<file path="config.mk">
export PLATFORM = sky130hd
export DESIGN_NAME = spart_tx_flat
export DESIGN_NICKNAME = d
export VERILOG_FILES = /design/src/rtl/spart_pkg.sv /design/src/rtl/spart_tx_if.sv /design/src/rtl/spart_fifo.sv /design/src/rtl/spart_tx.sv /design/src/flat_wrapper.sv
export SDC_FILE = /design/constraint.sdc
export NUM_CORES = 1
export LEC_CHECK = 0
export ABC_CLOCK_PERIOD_IN_PS = 6600
export CAP_MARGIN = 0
export CORE_UTILIZATION = 59
export DETAILED_ROUTE_END_ITERATION = 8
export PLACE_DENSITY_LB_ADDON = 0.15
export SLEW_MARGIN = 10
export SYNTH_ARGS = -nofsm -noshare
export SYNTH_HDL_FRONTEND = slang
export SYNTH_HIERARCHICAL = 1
export SYNTH_SLANG_ARGS = --single-unit
</file>
<file path="constraint.sdc">
create_clock -name clk -period 6.6 [get_ports clk]
set_clock_uncertainty 0.15 [all_clocks]
set_input_delay 1.65 -clock clk [delete_from_list [all_inputs] [get_ports clk]]
set_output_delay 1.65 -clock clk [all_outputs]
set_load 0.01 [all_outputs]
</file>
<file path="src/rtl/spart_pkg.sv">
// Shared definitions for the SPART transmit and receive halves.
package spart_pkg;

  typedef enum logic [1:0] {
    IDLE  = 2'd0,
    START = 2'd1,
    DATA  = 2'd2,
    STOP  = 2'd3
  } spart_state_e;

  localparam int   DATA_BITS  = 8;
  localparam int   FRAME_BITS = 10;
  localparam logic IDLE_LEVEL = 1'b1;

endpackage

</file>
<file path="src/rtl/spart_tx_if.sv">
// MMU-side write path of the SPART transmitter: strobe, byte and full flag.
interface spart_tx_if;
  import spart_pkg::*;

  logic                 spart_trmt;
  logic [DATA_BITS-1:0] spart_tx_data;
  logic                 spart_tx_full;

  modport master (output spart_trmt, output spart_tx_data, input spart_tx_full);
  modport slave  (input spart_trmt, input spart_tx_data, output spart_tx_full);

endinterface

</file>
<file path="src/rtl/spart_fifo.sv">
// Small synchronous FIFO; the head entry is visible on dout without a pop
// so a consumer can load it in the same cycle it pops.
module spart_fifo #(
  parameter  int DEPTH = 4,
  parameter  int WIDTH = 8,
  localparam int PTR_W = $clog2(DEPTH),
  localparam int CNT_W = PTR_W + 1
) (
  input  logic             clk,
  input  logic             rst,
  input  logic             push,
  input  logic [WIDTH-1:0] din,
  input  logic             pop,
  output logic [WIDTH-1:0] dout,
  output logic             full,
  output logic             empty,
  output logic [CNT_W-1:0] count
);

  logic [WIDTH-1:0] mem_q [DEPTH];
  logic [PTR_W-1:0] wr_ptr_q, wr_ptr_d;
  logic [PTR_W-1:0] rd_ptr_q, rd_ptr_d;
  logic [CNT_W-1:0] count_q, count_d;
  logic             push_ok, pop_ok;

  // Accept/pop qualification and pointer/count update; pointers wrap naturally
  always_comb begin
    push_ok  = push && !full;
    pop_ok   = pop && !empty;
    wr_ptr_d = wr_ptr_q + PTR_W'(push_ok);
    rd_ptr_d = rd_ptr_q + PTR_W'(pop_ok);
    count_d  = count_q + CNT_W'(push_ok) - CNT_W'(pop_ok);
  end

  // Storage array, no reset so it can map onto plain RAM
  always_ff @(posedge clk) begin
    if (push_ok) begin
      mem_q[wr_ptr_q] <= din;
    end
  end

  // Pointer and occupancy registers; reset flushes the FIFO
  always_ff @(posedge clk) begin
    if (rst) begin
      wr_ptr_q <= '0;
      rd_ptr_q <= '0;
      count_q  <= '0;
    end else begin
      wr_ptr_q <= wr_ptr_d;
      rd_ptr_q <= rd_ptr_d;
      count_q  <= count_d;
    end
  end

  assign full  = (count_q == CNT_W'(DEPTH));
  assign empty = (count_q == '0);
  assign count = count_q;
  assign dout  = mem_q[rd_ptr_q];

endmodule

</file>
<file path="src/rtl/spart_tx.sv">
// SPART transmitter: buffers bytes from the MMU and sends them as 8N1 frames.
module spart_tx
  import spart_pkg::*;
#(
  parameter int FIFO_DEPTH = 4,
  parameter int BAUD_DIV   = 868
) (
  input  logic        clk,
  input  logic        rst,
  spart_tx_if.slave   bus,
  output logic        tx_empty,
  output logic        tx_busy,
  output logic        TxD
);

  localparam int CNT_W  = $clog2(FIFO_DEPTH) + 1;
  localparam int BAUD_W = $clog2(BAUD_DIV);
  localparam logic [BAUD_W-1:0] BAUD_LOAD = BAUD_W'(BAUD_DIV - 1);
  localparam logic [2:0]        LAST_BIT  = 3'(DATA_BITS - 1);

  spart_state_e         state_q, state_d;
  logic [BAUD_W-1:0]    baud_q, baud_d;
  logic [2:0]           bit_idx_q, bit_idx_d;
  logic [DATA_BITS-1:0] shift_q, shift_d;
  logic                 txd_q, txd_d;

  logic [DATA_BITS-1:0] fifo_dout;
  logic                 fifo_full;
  logic                 fifo_empty;
  logic [CNT_W-1:0]     fifo_count;
  logic                 has_data;
  logic                 bit_end;
  logic                 pop;

  spart_fifo #(
    .DEPTH (FIFO_DEPTH),
    .WIDTH (DATA_BITS)
  ) u_fifo (
    .clk   (clk),
    .rst   (rst),
    .push  (bus.spart_trmt),
    .din   (bus.spart_tx_data),
    .pop   (pop),
    .dout  (fifo_dout),
    .full  (fifo_full),
    .empty (fifo_empty),
    .count (fifo_count)
  );

  assign has_data = !fifo_empty;
  assign bit_end  = (baud_q == '0);

  // State and datapath registers; TxD comes straight from a flop
  always_ff @(posedge clk) begin
    if (rst) begin
      state_q   <= IDLE;
      baud_q    <= '0;
      bit_idx_q <= '0;
      shift_q   <= '0;
      txd_q     <= IDLE_LEVEL;
    end else begin
      state_q   <= state_d;
      baud_q    <= baud_d;
      bit_idx_q <= bit_idx_d;
      shift_q   <= shift_d;
      txd_q     <= txd_d;
    end
  end

  // Next state: each non-idle bit lasts until the baud counter reads zero
  always_comb begin
    state_d = state_q;
    case (state_q)
      IDLE:    if (has_data) state_d = START;
      START:   if (bit_end) state_d = DATA;
      DATA:    if (bit_end && (bit_idx_q == LAST_BIT)) state_d = STOP;
      STOP:    if (bit_end) state_d = has_data ? START : IDLE;
      default: state_d = IDLE;
    endcase
  end

  // Pop, baud counter, bit index, shifter and the next line level
  always_comb begin
    pop       = has_data && ((state_q == IDLE) || ((state_q == STOP) && bit_end));
    baud_d    = baud_q;
    bit_idx_d = bit_idx_q;
    shift_d   = shift_q;

    if (state_q == IDLE) begin
      baud_d = pop ? BAUD_LOAD : '0;
    end else if (bit_end) begin
      baud_d = (state_d == IDLE) ? '0 : BAUD_LOAD;
    end else begin
      baud_d = baud_q - 1'b1;
    end

    if ((state_q == START) && bit_end) begin
      bit_idx_d = '0;
    end else if ((state_q == DATA) && bit_end) begin
      bit_idx_d = bit_idx_q + 1'b1;
    end

    if (pop) begin
      shift_d = fifo_dout;
    end else if ((state_q == DATA) && bit_end) begin
      shift_d = shift_q >> 1;
    end

    case (state_d)
      START:   txd_d = 1'b0;
      DATA:    txd_d = shift_d[0];
      default: txd_d = IDLE_LEVEL;
    endcase
  end

  // Status outputs
  assign bus.spart_tx_full = fifo_full;
  assign tx_busy           = (state_q != IDLE);
  assign tx_empty          = (fifo_count == '0) && (state_q == IDLE);
  assign TxD               = txd_q;

endmodule

</file>
<file path="src/flat_wrapper.sv">
// flat-port wrapper written by rule: the top's interface ports become plain ports
module spart_tx_flat import spart_pkg::*;
#(
  parameter int FIFO_DEPTH = 4,
  parameter int BAUD_DIV   = 868
)
  (clk, rst, tx_empty, tx_busy, TxD, bus_spart_trmt, bus_spart_tx_data, bus_spart_tx_full);
  spart_tx_if bus_i ();
  input  logic clk;
  input  logic rst;
  output logic tx_empty;
  output logic tx_busy;
  output logic TxD;
  input wire logic [$bits(bus_i.spart_trmt)-1:0] bus_spart_trmt;
  input wire logic [$bits(bus_i.spart_tx_data)-1:0] bus_spart_tx_data;
  output wire logic [$bits(bus_i.spart_tx_full)-1:0] bus_spart_tx_full;
  assign bus_i.spart_trmt = bus_spart_trmt;
  assign bus_i.spart_tx_data = bus_spart_tx_data;
  assign bus_spart_tx_full = bus_i.spart_tx_full;
  spart_tx #(.FIFO_DEPTH(FIFO_DEPTH), .BAUD_DIV(BAUD_DIV)) u_core (.clk(clk), .rst(rst), .bus(bus_i), .tx_empty(tx_empty), .tx_busy(tx_busy), .TxD(TxD));
endmodule
</file>
# --- Word-level counts from Yosys, hierarchy flattened ---
# Memory sizes are Yosys's and may differ from the RTL's. A register that Yosys moved wholly into a read port is not among the register bits.
# Cells that the tools add are included.
word_totals:
  register_bits: 31
  output_inout_bits: 4
  mem_bits_rw: 32
  mem_count: 1
  elab_cells: 57
op_classes:
  muxes: 16
  n_reduce_logical: 18
  n_addsub: 6
  n_eq_ne: 7
memory_table:
  columns: ["memory", "depth", "word_bits", "read_ports", "rd_ports_with_merged_regs", "wr", "line_no", "rtl"]
  rows:
  - ["u_core.u_fifo.mem_q", 4, 8, 1, 1, 1, "spart_fifo.sv:20", "logic [WIDTH-1:0] mem_q [DEPTH];"]
ops:
  columns: ["operator", "count"]
  rows:
  - ["two-way mux 10 bit", 4]
  - ["two-way mux 8 bit", 2]
  - ["zero test 10 bit", 1]
  - ["two-way mux 2 bit", 5]
  - ["subtractor 10 x 1 -> 10 bit (second input constant)", 1]
  - ["logical AND 1 bit", 8]
  - ["case mux 2 bit (4 select lines)", 1]
  - ["== test 2 bit (second input constant)", 3]
  - ["== test 3 bit (second input constant)", 2]
  - ["adder 2 x 1 -> 2 bit", 2]
  - ["== test 2 x 1 -> 1 bit (second input constant)", 2]
  - ["zero test 2 bit", 2]
  - ["nonzero test 2 bit", 2]
  - ["adder 3 x 1 -> 3 bit", 1]
  - ["adder 3 x 1 -> 3 bit (second input constant)", 1]
  - ["zero test 3 bit", 1]
  - ["two-way mux 1 bit", 3]
  - ["subtractor 3 x 1 -> 3 bit", 1]
  - ["zero test 1 bit", 2]
  - ["case mux 1 bit (2 select lines)", 1]
  - ["OR reduction 2 bit", 1]
  - ["logical OR 1 bit", 1]

# --- Depth between registers and ports, before layout ---
# Gate-level depths: netlist (run 1).
logic_depth:
  depth_word: 8
  ltp_mapped: 14
  ltp_nobuf: 13

# --- By module ---
# Netlist (run 1), hierarchy kept.
by_module_without_submodules:
  columns: ["module", "cells_each", "area_each_um2", "n_inst"]
  rows:
  - ["spart_fifo", 77, 1516.5, 1]
  - ["spart_tx", 154, 1361.3, 1]

# --- Worst setup path before layout (run 1) ---
# Ideal clock, no wire load.
synth_timing:
  path_kind: "input -> register"
  from: "input bus_spart_trmt"
  to: "register u_core.u_fifo.count_q[2], in the netlist u_core/u_fifo/count[2]"
  required_time_ps: 6335
  n_path_buf: 0
  arrival_ps: 2771
  path_slack_ps: 3565
  stages: 8
  path_cell_list: "nand2b_4 -> inv_2 -> xnor2_1 -> ha_1 -> fa_1 -> xnor2_1 -> xnor2_1 -> nor2_1"
synth_between:
  elab_chain_len: 3
synth_lines:
  columns: ["element", "line_no", "rtl"]
  rows:
  - ["start, declared", "flat_wrapper.sv:14", "input wire logic [$bits(bus_i.spart_trmt)-1:0] bus_spart_trmt;"]
  - ["logical AND 1 bit", "spart_fifo.sv:28", "push_ok = push && !full;"]
  - ["adder 3 x 1 -> 3 bit", "spart_fifo.sv:32", "count_d = count_q + CNT_W'(push_ok) - CNT_W'(pop_ok);"]
  - ["subtractor 3 x 1 -> 3 bit", "spart_fifo.sv:32", null]
  - ["end signal, assigned", "spart_fifo.sv:51", "count_q <= count_d;"]
  - ["end, declared", "spart_fifo.sv:23", "logic [CNT_W-1:0] count_q, count_d;"]
# No other way between the ends.
# A chain may end at the register's enable or synchronous reset.

# --- Worst setup path after layout (run 1) ---
layout_timing:
  from: "register u_core.state_q[1]"
  to: "output tx_empty"
layout_between:
  elab_chain_len: 2
layout_lines:
  columns: ["element", "line_no", "rtl"]
  rows:
  - ["start, declared", "spart_tx.sv:21", "spart_state_e state_q, state_d;"]
  - ["start signal, assigned", "spart_tx.sv:62", "state_q <= state_d;"]
  - ["zero test 2 bit", "spart_tx.sv:119", "assign tx_empty = (fifo_count == '0) && (state_q == IDLE);"]
  - ["logical AND 1 bit", "spart_tx.sv:119", null]
  - ["end, declared", "flat_wrapper.sv:11", "output logic tx_empty;"]
# No other way between the ends.

==> impl_metrics.ini, run 1 <==
[outcome]
outcome = completed

[detailed_routing]
routed_wirelength_mm = 5.07
avgRoutedWirePerCell_um = 15.9
first_pass_iteration_count_of_the_detailed_router = 4
antenna_left = 0
dr_vias = 1854
first_iter_violations = 115
viasPerCell = 5.81
remaining_drc_errors = 0

[sta]
setup-violations-final = 0
rsz_0062_raised_after_global_routing = no
finalWorstPathRequiredPeriod_ps = 3810
timing_hold_violations_final = 0
slew_limit_fails = 0
worst_slew_margin_rel_pct = 25.7
worstMarginPinSlew_ps = 1110
portion_of_the_clock_cycle_consumed_by_the_worst_path_in_the_final_layout_pct = 57.8
fin_tns_setup_ps = 0
clock.fmax_mhz = 262

[cts]
cts_root_buffer = clkbuf_8
postCtsSetupRepairBufs = 0
path_clk_slew_ps = 70
clk_latency_ps = 330
max-clock-path-buffers = 2
cts_resized = 0
cts-buffers-inserted = 9
cts_max_level = 3
tritoncts_num_sinks = 63
clock_tree_from_tritoncts = built
cts_hold_buf = 0

[run]
drv_cap = 0

[cells_and_area]
final_layout_size_suffix_gt1_share_pct = 16.3
most_common_library_cell_in_the_layout_ignoring_fill_and_taps = edfxtp_1
area.sequential_um2 = 1580
antenna-diode-count = 0
fill_cells = 333
area_used_by_multi_input_combinational_logic_um2 = 1200
nets = 265
area_growth_pct = 12.9
mostFrequentLayoutCells = 32 x edfxtp_1, 31 x dfxtp_1, 26 x nor2_1, 14 x clkdlybuf4s50_1

[yosys]
syn-instance-count = 231
ys_ff_latch = 63
synth_top_area_share_pct = 33.4
post_synth_main_area_contributors = edfxtp_1 33%, dfxtp_1 22%, mux4_2 6.3%
syn-mean-instance-area_um2 = 12.5
syn_area_um2 = 2880
yosys_warnings = 6
ys.flop_type = edfxtp_1
synth.lib_cells_used.distinct = 57
number_of_enable_flip_flop_cells_after_synthesis = 32
mappedNetlistNets = 249
synth.largest_area_cell = edfxtp_1
postSynth.asyncResetShare_pct = 0
synth_sequential_area_ratio_pct = 55.0

[power]
sw_frac_of_total_pct = 36.7
irDropWorstVdd_uv = 244
power_leakage_nw = 1.18
clock_power_share_pct = 22.3
powerDensity_nw_per_um2 = 447
share_seq_of_total_power_pct = 39.5
power.combinational.fraction_pct = 38.2
p_int_w = 0.000921
p_total_w = 0.00145
power.switching_w = 0.000533

[setup_path]
worstPathRequired_ps = 4800
worst_setup_path_startpoint = u_core/state_q[1]
crit_path_end_kind = output port
worst_path_dominant_cell_family = buffers and inverters
delay_contributed_by_the_slowest_stage_of_the_critical_path_ps = 580
critical_path.cell_chain = nor2_1 -> inv_1 -> nor4_1 -> clkdlybuf4s50_1
arrival_ps = 2010
crit_path_top_delay_cell = clkdlybuf4s50_1
criticalPathCategory = flip-flop to output port
path_buf_inv = 2
critPathMaxFanout = 13
critical_path.reg2reg.startpoint = u_core/baud_q[0]
worst_setup_path_start_kind = flip-flop

[grt]
grt_pass1_wl_mm = 8.82
via_count_of_the_first_global_routing_pass = 1881
globalRouteMet2Util_pct = 37.8
global_route.overflow_total = 0
grt_max_degree = 26
grt_util_met1_pct = 28.4
grt_antenna_before_repair = 0
global_route.peak_usage_layer = met2
met3_track_demand_over_resource_in_global_routing_pct = 4.50
grtUsageTotal_pct = 22.9

[die]
die_h_um = 71.8
die_area_um2 = 5160
core_region_area_um2 = 4720
floorplan.initialDensity_pct = 60.9
dieWidth_um = 71.8
fp-row-count = 25
io-pin-count = 15

[min_path]
hold_path_startpoint = u_core/shift_q[7]
holdCritPathClass = flip-flop to flip-flop

[place]
numPortBuffers = 14
detailed_place_hpwl_mm = 3.49
routabilityCongestion = 0.731
-- through the flow --
stage | utilization (%) | area, um^2 | setup WS (ps) | hold WS [ps] | cells
after CTS | 68.8 | 3250 | 2780 | 328 | 319
after detailed placement | 64.6 | 3050 | 2900 | 317 | 303
final | 68.8 | 3250 | 2790 | 325 | 319
after global routing | 68.8 | 3250 | 2550 | 358 | 319
after global placement | 64.6 | 3050 | 2960 | 314 | 303
after floorplan | - | 2880 | 3560 | 297 | 231
-- cell usage after synthesis, drive strengths merged, types with 2 or more instances --
cell type  instances
nor2b              5
nand2b             4
nor4               4
nand3              4
o2111ai            2
mux2               2
nand2              9
o22ai              2
xor2               4
inv                9
nor3b              6
a22oi              3
a211oi             9
edfxtp            32
nor3               6
and3               2
o21bai             3
buf                5
xnor2              7
mux4               8
a22o               2
a21oi              6
a221oi             2
nand4              2
clkbuf             5
or3                2
o21ai              3
a21boi             2
dfxtp             31
ha                 6
nor2              26
mux2i              7
-- layout make-up --
| type | instances | share of cell area (%) |
|---|---|---|
| Timing Repair Buffer | 15 | 4.55 |
| Clock inverter | 7 | 2.23 |
| Multi-Input combinational cell | 149 | 37.1 |
| Inverter | 9 | 1.04 |
| Clock buffer | 9 | 3.81 |
| Tap cell | 67 | 2.58 |
| Sequential cell | 63 | 48.7 |
-- registers in the layout, summed over array words and instances (netlist names) --
register / flops
u_core/shift_q: 8
u_core/u_fifo/mem_q: 32
u_core/u_fifo/rd_ptr_q: 2
u_core/state_q: 2
u_core/baud_q: 10
u_core/u_fifo/wr_ptr_q: 2
u_core/bit_idx_q: 3
u_core/u_fifo/count: 3
u_core/TxD: 1
-- tightest hold or removal path, cell delays in order, from the launching register on --
cell	delay (ps)
dfxtp_1	310
nand3_1	60
a21oi_1	60
-- metal layers --
layer / share of wire, % / vias to the layer above
met5: 0 / -
met1: 43 / 902
met2: 50 / 43
met3: 3.6 / 14
met4: 2.9 / 0
li1: - / 895
-- final timing paths --
kind | endpoint | slack, ps | cells after the start
min reg2reg | u_core/shift_q[7] | 330 | 2
max reg2reg | u_core/u_fifo/count[2] | 3090 | 13
max | tx_empty | 2790 | 4
min | u_core/shift_q[7] | 330 | 2
-- logic make-up after synthesis --
family / synth area share, %
fa+ha+maj: 3.30
flops: 55.0
buf+inv: 3.17
compound gates: 10.9
simple gates: 14.3
xor+xnor: 3.35
mux: 10.0
-- power groups by stage --
| stage | clock (W) | sequential, W | combinational, W |
|---|---|---|---|
| floorplan | 0 | 0.000546 | 0.000468 |
| global placement | 0 | 0.000578 | 0.000536 |
| detailed placement | 0 | 0.000581 | 0.000547 |
| CTS | 0.000334 | 0.000574 | 0.000554 |
| global route | 0.000350 | 0.000585 | 0.000619 |
| finish | 0.000324 | 0.000574 | 0.000555 |
(Power assumes the default switching activity.)
==> run 2, diff against run 1 <==
ABC_CLOCK_PERIOD_IN_PS = 3460   (was 6600)
CORE_UTILIZATION = 53   (was 59)
clock period = 3.46 ns   (was 6.6 ns; I/O delays follow)
==> run 2 against run 1 <==
Global-route usage decreased by 2.3 points. Worst hold slack lost 1.1 ps. Sequential share of layout area is 1.2 points lower. Sequential cell count unchanged. Combinational power grew 93%. Core utilization down 4.4 points. Clock power up 120%. Non-clock buffer count grew 6. Clock-buffer cell count unchanged. Largest cell class unchanged.
==> impl_metrics.ini, run 2 (synthesis results as in run 1) <==
[cts]
tritoncts_num_sinks = 63
path_clk_slew_ps = 70
cts_root_buffer = clkbuf_8
postCtsSetupRepairBufs = 0
cts_resized = 0
clock_tree_from_tritoncts = built
cts_hold_buf = 0
max-clock-path-buffers = 2
cts-buffers-inserted = 9
clk_latency_ps = 340
cts_max_level = 3

[power]
power_leakage_nw = 1.22
power.combinational.fraction_pct = 37.2
power.switching_w = 0.00103
irDropWorstVdd_uv = 590
sw_frac_of_total_pct = 35.8
share_seq_of_total_power_pct = 37.8
clock_power_share_pct = 25.0
p_int_w = 0.00185
powerDensity_nw_per_um2 = 867

[detailed_routing]
first_iter_violations = 99
antenna_left = 0
viasPerCell = 5.61
first_pass_iteration_count_of_the_detailed_router = 5
avgRoutedWirePerCell_um = 15.4
dr_vias = 1839
remaining_drc_errors = 0
routed_wirelength_mm = 5.05

[setup_path]
worstPathRequired_ps = 2440
crit_path_top_delay_cell = clkdlybuf4s50_1
critical_path.cell_chain = nor2_1 -> inv_1 -> nor4_1 -> clkdlybuf4s50_1
criticalPathCategory = flip-flop to output port
worst_setup_path_start_kind = flip-flop
crit_path_end_kind = output port
delay_contributed_by_the_slowest_stage_of_the_critical_path_ps = 590
arrival_ps = 1980
critPathMaxFanout = 13

[sta]
clock.fmax_mhz = 334
finalWorstPathRequiredPeriod_ps = 3000
slew_limit_fails = 0
setup-violations-final = 0
worstMarginPinSlew_ps = 608
timing_hold_violations_final = 0
portion_of_the_clock_cycle_consumed_by_the_worst_path_in_the_final_layout_pct = 86.7
fin_tns_setup_ps = 0
worst_slew_margin_rel_pct = 59.4
hold-worst-slack_ps = 324
rsz_0062_raised_after_global_routing = no

[cells_and_area]
antenna-diode-count = 0
final_layout_size_suffix_gt1_share_pct = 18.2
nets = 271
largest_register_ffs = 32
largest_register = u_core/u_fifo/mem_q
most_common_library_cell_in_the_layout_ignoring_fill_and_taps = edfxtp_1
largestRegisters = u_core/u_fifo/mem_q (32), u_core/baud_q (10), u_core/shift_q (8)
area_growth_pct = 15.7
mostFrequentLayoutCells = 32 x edfxtp_1, 31 x dfxtp_1, 26 x nor2_1, 14 x clkdlybuf4s50_1
fill_cells = 393

[grt]
grt_pass1_wl_mm = 8.20
grt_max_degree = 16
global_route.overflow_total = 0
grt_antenna_before_repair = 0
via_count_of_the_first_global_routing_pass = 1655
grtUsageTotal_pct = 20.6

[die]
die_area_um2 = 5730
dieWidth_um = 75.7
io-pin-count = 15
fp-row-count = 26
die_h_um = 75.7
floorplan.initialDensity_pct = 55.6
core_region_area_um2 = 5170

[place]
detailed_place_hpwl_mm = 3.44
numPortBuffers = 14
routabilityCongestion = 0.772

[outcome]
outcome = completed

[run]
drv_cap = 0

[min_path]
holdCritPathClass = flip-flop to flip-flop
run 2: cell count changes in the layout (fill, tap and decap cells not counted), sizes merged:
| cell | before | now |
|---|---|---|
| bufinv | 1 | 2 |
| clkinvlp | 2 | 1 |
| buf | 1 | 7 |
| clkinv | 3 | 2 |
| inv | 10 | 11 |
run 2: worst max-delay path, delay by kind of cell (launching register included):
family	cells	cell delay (ps)
AND/OR/NAND/NOR	2	460
flip-flops	1	450
buffers and inverters	2	740
run 2: layer usage:
layer,vias up,share of wire (%),track usage [%]
met3,4,5.2,7.14
met5,-,0,0
met4,0,0.71,7.41
met1,868,47,27.1
met2,57,47,31.7
li1,910,-,-
run 2: final timing paths:
kind	startpoint	to	slack (ps)	depth (start not counted)
setup reg to reg	u_core/baud_q[0]	u_core/u_fifo/count[2]	470	13
hold / removal	u_core/shift_q[7]	u_core/shift_q[7]	320	2
hold reg to reg	u_core/shift_q[7]	u_core/shift_q[7]	320	2
setup / recovery	u_core/state_q[1]	tx_empty	460	4
run 2: cell type report:
class	instances	area [um^2]	area share, %
sequential	63	1580	47.5
multi-input combinational	149	1200	36.2
timing repair buffer	21	193	5.79
clock buffer	9	124	3.72
clock inverter	7	105	3.16
tap	70	87.6	2.63
inverter	9	33.8	1.01
run 2: through the flow:
step	utilization, %	std cells	setup WS [ps]	instance area (um^2)	total power [W]
global placement	59.9	312	619	3100	0.00216
detailed placement	59.9	312	515	3100	0.00217
global route	64.4	328	246	3330	0.00307
finish	64.4	328	462	3330	0.00289
CTS	64.4	328	423	3330	0.00290
floorplan	-	231	646	2880	0.00193
run 2: power by group through the flow:
| stage | combinational [W] | clock (W) | sequential [W] |
|---|---|---|---|
| final | 0.00107 | 0.000723 | 0.00109 |
| after global placement | 0.00105 | 0 | 0.00110 |
| after global routing | 0.00118 | 0.000776 | 0.00111 |
| after floorplan | 0.000892 | 0 | 0.00104 |
| after CTS | 0.00107 | 0.000741 | 0.00109 |
| after detailed placement | 0.00106 | 0 | 0.00111 |
